$ cat config.mk
export PLATFORM = sky130hd
export DESIGN_NAME = sp_dmem_arbiter_flat
export DESIGN_NICKNAME = d
export VERILOG_FILES = /design/src/rtl/sp_mem_pkg.sv /design/src/rtl/sp_dmem_arbiter_if.sv /design/src/rtl/sp_rr_pick.sv /design/src/rtl/sp_dmem_arbiter.sv /design/src/flat_wrapper.sv
export SDC_FILE = /design/constraint.sdc
export NUM_CORES = 1
export LEC_CHECK = 0
export ABC_AREA = 1
export CORE_AREA = 8 8 104 106
export DETAILED_ROUTE_END_ITERATION = 10
export DIE_AREA = 0 0 112 114
export HOLD_SLACK_MARGIN = 0.1
export PLACE_DENSITY_LB_ADDON = 0.08
export SKIP_CTS_REPAIR_TIMING = 1
export SLEW_MARGIN = 20
export SYNTH_ARGS = -nofsm -noshare
export SYNTH_HDL_FRONTEND = slang
export SYNTH_HIERARCHICAL = 1
export SYNTH_SLANG_ARGS = --single-unit
$ cat constraint.sdc
create_clock -name clk -period 1.39 [get_ports clk]
set_input_delay 0.278 -clock clk [delete_from_list [all_inputs] [get_ports clk]]
set_output_delay 0.278 -clock clk [all_outputs]
set_load 0.005 [all_outputs]
$ cat src/rtl/sp_mem_pkg.sv
// sp_mem_pkg: shared sizes, requester ids and response record for the data-memory arbiter
package sp_mem_pkg;
  localparam int DEPTH = 4096;
  localparam int DATA_W = 32;
  localparam int ADDR_W = $clog2(DEPTH);
  typedef enum logic {REQ_CORE = 1'b0, REQ_DBG = 1'b1} req_id_e;
  typedef struct packed {
    logic    valid;
    req_id_e owner;
    logic    is_read;
    logic    err;
  } rsp_t;
endpackage

$ cat src/rtl/sp_dmem_arbiter_if.sv
// sp_dmem_arbiter_if: core, debug and memory-side signals of the data-memory arbiter
interface sp_dmem_arbiter_if;
  import sp_mem_pkg::*;
  logic              c_req, c_we, c_gnt, c_ack, c_err;
  logic [31:0]       c_addr;
  logic [DATA_W-1:0] c_wdata, c_rdata;
  logic              d_req, d_we, d_gnt, d_ack, d_err;
  logic [31:0]       d_addr;
  logic [DATA_W-1:0] d_wdata, d_rdata;
  logic              mem_en, mem_we;
  logic [ADDR_W-1:0] mem_addr;
  logic [DATA_W-1:0] mem_wdata, mem_rdata;
  modport slave (
    input  c_req, c_we, c_addr, c_wdata, d_req, d_we, d_addr, d_wdata, mem_rdata,
    output c_gnt, c_ack, c_err, c_rdata, d_gnt, d_ack, d_err, d_rdata,
    output mem_en, mem_we, mem_addr, mem_wdata
  );
  modport master (
    output c_req, c_we, c_addr, c_wdata, d_req, d_we, d_addr, d_wdata, mem_rdata,
    input  c_gnt, c_ack, c_err, c_rdata, d_gnt, d_ack, d_err, d_rdata,
    input  mem_en, mem_we, mem_addr, mem_wdata
  );
endinterface

$ cat src/rtl/sp_rr_pick.sv
// sp_rr_pick: combinational 2-way round-robin picker, one-hot grant
module sp_rr_pick
  import sp_mem_pkg::*;
(
  input  logic [1:0] req,
  input  req_id_e    prio,
  output logic [1:0] gnt
);
  assign gnt[0] = req[0] && (!req[1] || prio == REQ_CORE);
  assign gnt[1] = req[1] && (!req[0] || prio == REQ_DBG);
endmodule

$ cat src/rtl/sp_dmem_arbiter.sv
// sp_dmem_arbiter: round-robin share of the single-port data memory between core and debug
module sp_dmem_arbiter
  import sp_mem_pkg::*;
(
  input logic          clk,
  input logic          rst_n,
  sp_dmem_arbiter_if.slave bus
);
  logic [1:0]        req, gnt;
  req_id_e           prio;
  rsp_t              rsp, rsp_nxt;
  logic              xfer, sel, we, oor, c_hit, d_hit;
  logic [31:0]       addr;
  logic [DATA_W-1:0] wdata, rd;
  assign req = {bus.d_req, bus.c_req} & {2{rst_n}};
  sp_rr_pick u_pick (.req(req), .prio(prio), .gnt(gnt));
  always_comb begin
    xfer    = |gnt;
    sel     = gnt[1];
    addr    = sel ? bus.d_addr : bus.c_addr;
    we      = sel ? bus.d_we : bus.c_we;
    wdata   = sel ? bus.d_wdata : bus.c_wdata;
    oor     = |addr[31:ADDR_W];
    rsp_nxt = '{valid: xfer, owner: sel ? REQ_DBG : REQ_CORE, is_read: !we, err: oor};
  end
  always_ff @(posedge clk or negedge rst_n)
    if (!rst_n) prio <= REQ_CORE;
    else if (xfer) prio <= gnt[0] ? REQ_DBG : REQ_CORE;
  always_ff @(posedge clk or negedge rst_n)
    if (!rst_n) rsp <= '0;
    else rsp <= rsp_nxt;
  // out-of-range transfers are still granted but never reach the memory
  always_comb begin
    bus.c_gnt     = gnt[0];
    bus.d_gnt     = gnt[1];
    bus.mem_en    = xfer && !oor;
    bus.mem_we    = xfer && !oor && we;
    bus.mem_addr  = xfer ? addr[ADDR_W-1:0] : '0;
    bus.mem_wdata = xfer ? wdata : '0;
    c_hit         = rsp.valid && rsp.owner == REQ_CORE;
    d_hit         = rsp.valid && rsp.owner == REQ_DBG;
    rd            = (rsp.is_read && !rsp.err) ? bus.mem_rdata : '0;
    bus.c_ack     = c_hit;
    bus.c_err     = c_hit && rsp.err;
    bus.c_rdata   = c_hit ? rd : '0;
    bus.d_ack     = d_hit;
    bus.d_err     = d_hit && rsp.err;
    bus.d_rdata   = d_hit ? rd : '0;
  end
endmodule

$ cat src/flat_wrapper.sv
// flat-port wrapper written by rule: the top's interface ports become plain ports
module sp_dmem_arbiter_flat import sp_mem_pkg::*;
  (clk, rst_n, bus_c_req, bus_c_we, bus_c_addr, bus_c_wdata, bus_d_req, bus_d_we, bus_d_addr, bus_d_wdata, bus_mem_rdata, bus_c_gnt, bus_c_ack, bus_c_err, bus_c_rdata, bus_d_gnt, bus_d_ack, bus_d_err, bus_d_rdata, bus_mem_en, bus_mem_we, bus_mem_addr, bus_mem_wdata);
  sp_dmem_arbiter_if bus_i ();
  input logic clk;
  input logic rst_n;
  input wire logic [$bits(bus_i.c_req)-1:0] bus_c_req;
  input wire logic [$bits(bus_i.c_we)-1:0] bus_c_we;
  input wire logic [$bits(bus_i.c_addr)-1:0] bus_c_addr;
  input wire logic [$bits(bus_i.c_wdata)-1:0] bus_c_wdata;
  input wire logic [$bits(bus_i.d_req)-1:0] bus_d_req;
  input wire logic [$bits(bus_i.d_we)-1:0] bus_d_we;
  input wire logic [$bits(bus_i.d_addr)-1:0] bus_d_addr;
  input wire logic [$bits(bus_i.d_wdata)-1:0] bus_d_wdata;
  input wire logic [$bits(bus_i.mem_rdata)-1:0] bus_mem_rdata;
  output wire logic [$bits(bus_i.c_gnt)-1:0] bus_c_gnt;
  output wire logic [$bits(bus_i.c_ack)-1:0] bus_c_ack;
  output wire logic [$bits(bus_i.c_err)-1:0] bus_c_err;
  output wire logic [$bits(bus_i.c_rdata)-1:0] bus_c_rdata;
  output wire logic [$bits(bus_i.d_gnt)-1:0] bus_d_gnt;
  output wire logic [$bits(bus_i.d_ack)-1:0] bus_d_ack;
  output wire logic [$bits(bus_i.d_err)-1:0] bus_d_err;
  output wire logic [$bits(bus_i.d_rdata)-1:0] bus_d_rdata;
  output wire logic [$bits(bus_i.mem_en)-1:0] bus_mem_en;
  output wire logic [$bits(bus_i.mem_we)-1:0] bus_mem_we;
  output wire logic [$bits(bus_i.mem_addr)-1:0] bus_mem_addr;
  output wire logic [$bits(bus_i.mem_wdata)-1:0] bus_mem_wdata;
  assign bus_i.c_req = bus_c_req;
  assign bus_i.c_we = bus_c_we;
  assign bus_i.c_addr = bus_c_addr;
  assign bus_i.c_wdata = bus_c_wdata;
  assign bus_i.d_req = bus_d_req;
  assign bus_i.d_we = bus_d_we;
  assign bus_i.d_addr = bus_d_addr;
  assign bus_i.d_wdata = bus_d_wdata;
  assign bus_i.mem_rdata = bus_mem_rdata;
  assign bus_c_gnt = bus_i.c_gnt;
  assign bus_c_ack = bus_i.c_ack;
  assign bus_c_err = bus_i.c_err;
  assign bus_c_rdata = bus_i.c_rdata;
  assign bus_d_gnt = bus_i.d_gnt;
  assign bus_d_ack = bus_i.d_ack;
  assign bus_d_err = bus_i.d_err;
  assign bus_d_rdata = bus_i.d_rdata;
  assign bus_mem_en = bus_i.mem_en;
  assign bus_mem_we = bus_i.mem_we;
  assign bus_mem_addr = bus_i.mem_addr;
  assign bus_mem_wdata = bus_i.mem_wdata;
  sp_dmem_arbiter u_core (.clk(clk), .rst_n(rst_n), .bus(bus_i));
endmodule
==> flow_summary.ini <==
[outcome]
run_status = finished, violations left
violations = setup timing

[worst_setup_path]
crit_end = bus_mem_wdata[23]
critical_path_arrival_ns = 1.53
worstSetupStartpoint = u_core/prio
critPathKind = register to output port
slowest_stage = dfrtp_1
timing.rr.end = u_core/rsp[0]
worst_ep_required_time_ns = 1.11
r2r_slack_ns = 0.06
start_kind = register
worst_path_largest_cell_delay_ns = 0.38
reg2reg_depth = 9
critical_path.endpoint_type = output port
worstPathMaxFanout = 8
r2r-start = u_core/prio
worstPathCellList = buf_4 > a21oi_4 > buf_6 > buf_6 > clkbuf_16 > nand3_1 > nand2_1 > clkbuf_2
crit_top_cell = buf_6

[die]
die-height_um = 114
fp-row-count = 35
start_util_pct = 18.6
dieWidth_um = 112
floorplan.io_pins = 282
die_area_um2 = 12800
core_area_um2 = 9110

[synthesis]
ys_seq_area_share_pct = 7.40
synth.largest_area_cell = nor3_2
synth_seq_cells = 5
ys_warn_count = 6
synth_nets = 495
yosys-top-cells-area = nor3_2 (17%), nor2_1 (15%), nand2_1 (14%), nor3_1 (10%), inv_1 (9.3%)
netlist-cell-type-count = 18
synth.top_cell.area_share_pct = 17.2
syn-cell-area_um2 = 1690
postSynthAreaPerCell_um2 = 5.14
synthesis.instances = 329

[placed_design]
quantity_of_i_o_buffers_inserted_on_ports = 281
post-place-cells = 723
gp_congestion = 0.813
post-dp-hpwl_mm = 9.90
post-place-ws_ns = -1.18

[clock_network]
cts-htree-levels = 1
cts_root_buffer = clkbuf_8
tritoncts = yes
cts.reportedPaths.clkPinSlew_ns = 0.04
tritoncts.num_buffers = 3
clock_insertion_delay_worst_skew_ns = 0.22
clock_sinks = 5
cts_buffer_depth = 2

[timing]
final.setup.worst_slack_ns = -0.421
worst_pin_slew_ns = 0.199
total_of_endpoints_with_negative_setup_slack_in_the_final_report = 113
worst_case_hold_slack_ns = 0.575
post-route-min-period_ns = 1.81
timing.final.hold_violations = 0
final.period_utilization_pct = 130
skew_ns = 0.000403
max_freq_ghz = 0.552
total_neg_setup_slack_ns = -31.65
slew_violations = 0
relSlewSlack_pct = 86.7
grt_setup_unrepaired = yes

[final_layout]
antenna_cells = 0
layout-drive-gt1-share_pct = 39.1
final_net_count = 825
instances_no_fill = 769
layout-area-overhead-vs-synth_pct = 219

[global_route]
grt_first_pass_wirelength_mm = 17.2
antenna_violations_before_repair = 0
gr-usage-all-layers_pct = 16.4
gr-total-overflow = 0
number_of_global_route_vias_before_repair = 3299
grt_max_degree = 44

[detailed_routing]
drt-total-wl_mm = 13.5
drt_drc_violations_left = 0
drt_initial_violations = 157
post_drt_wl_per_cell_um = 17.5
postRouteAntennaNets = 0
vias = 3432
detailedRoute.firstPassIterationCount = 4
vias_per_cell = 4.46

[power]
max-vdd-ir-drop_uv = 272
power_density_nw_per_um2 = 385
p_leak_nw = 2.88

[min_path]
worst_hold_path_type = input port to async pin

[run]
number_of_maximum_capacitance_violations = 0
==> cell type report <==
class / instances / area [um2]
Clock buffer: 3 / 41.3
Fill cell: 853 / 3720
Inverter: 47 / 181
Timing Repair Buffer: 351 / 3280
Multi-Input combinational cell: 251 / 1610
Clock inverter: 1 / 5.00
Tap cell: 111 / 139
Sequential cell: 5 / 125
==> worst max-delay path: cells and delay by family (launching register included) <==
kind,cells,cell delay (ns)
simple gates,2,0.15
flops,1,0.38
buf+inv,5,0.63
compound gates,1,0.14
==> cells in the mapped netlist <==
cell,instances
nand3_1,24
nor2_1,69
inv_1,42
nand2_2,1
inv_4,1
nand2_1,65
inv_2,4
dfrtp_1,5
nor3_2,29
a21o_1,1
o21ai_1,1
a21oi_1,22
or2_1,1
nor3_1,35
buf_4,4
nor2_2,2
buf_2,22
mux2i_1,1
==> state kept, by name (all words and copies together) (netlist names) <==
name         cells
u_core/prio      1
u_core/rsp       4
==> how the worst min path moves through the flow <==
stage	end	slack (ns)	cells past startpoint
2_1_floorplan	u_core/prio	-0.02	0
3_3_place_gp	u_core/prio	0.58	2
3_5_place_dp	u_core/prio	0.59	2
4_1_cts	u_core/rsp[3]	0.41	2
5_1_grt	u_core/prio	0.60	3
6_report	u_core/rsp[3]	0.58	3
==> routing by layer <==
metal / vias up / global-route usage [%] / wire length, um
li1: 1698 / - / -
met1: 1545 / 15.1 / 4450
met2: 178 / 33.2 / 7640
met3: 11 / 6.97 / 1240
met4: 0 / 2.79 / 158
met5: - / 0 / 0
==> power by group <==
| part | switching [W] | internal [W] | total (W) | leakage, nW |
|---|---|---|---|---|
| combinational | 0.000672 | 0.000962 | 0.00163 | 2.80 |
| clock | 0.0000739 | 0.000193 | 0.000267 | 0.0255 |
| sequential | 0.0000132 | 0.000161 | 0.000174 | 0.0567 |
| total | 0.000759 | 0.00132 | 0.00207 | 2.88 |
==> through the flow <==
step,total power [W],utilization (%),cell area (um2)
floorplan,0.000599,-,1700
global placement,0.00158,52.8,4810
detailed placement,0.00159,52.8,4810
CTS,0.00186,53.4,4860
global route,0.00222,59.1,5390
finish,0.00207,59.1,5390
==> cell usage in the layout (no fill, tap or decap), types with 2 or more instances in the layout <==
cell type / synthesis / routed
clkdlybuf4s50_1: 0 / 162
buf_2: 22 / 92
nor2_1: 69 / 68
nand2_1: 65 / 59
inv_1: 42 / 40
nor3_2: 29 / 30
nor3_4: 0 / 27
buf_4: 4 / 26
nand3_1: 24 / 24
a21oi_1: 22 / 21
buf_6: 0 / 20
clkbuf_2: 0 / 15
clkbuf_16: 0 / 12
buf_12: 0 / 12
dlymetal6s2s_1: 0 / 10
nor3_1: 35 / 7
inv_2: 4 / 6
dfrtp_1: 5 / 5
nand2_2: 1 / 4
clkbuf_8: 0 / 3
nand2_4: 0 / 2
nor2_2: 2 / 2
==> logic make-up (layout without fill, tap and decap cells) <==
| kind of cell | count (synthesis) | count (layout) | share of synthesized area (%) |
|---|---|---|---|
| and+or+nand+nor | 226 | 226 | 65.9 |
| AOI/OAI and AO/OA | 24 | 24 | 7.25 |
| muxes | 1 | 1 | 0.592 |
| DFF | 5 | 5 | 7.40 |
| buffers and inverters | 73 | 402 | 18.9 |
Note: power is estimated with default switching activity, not from simulation.
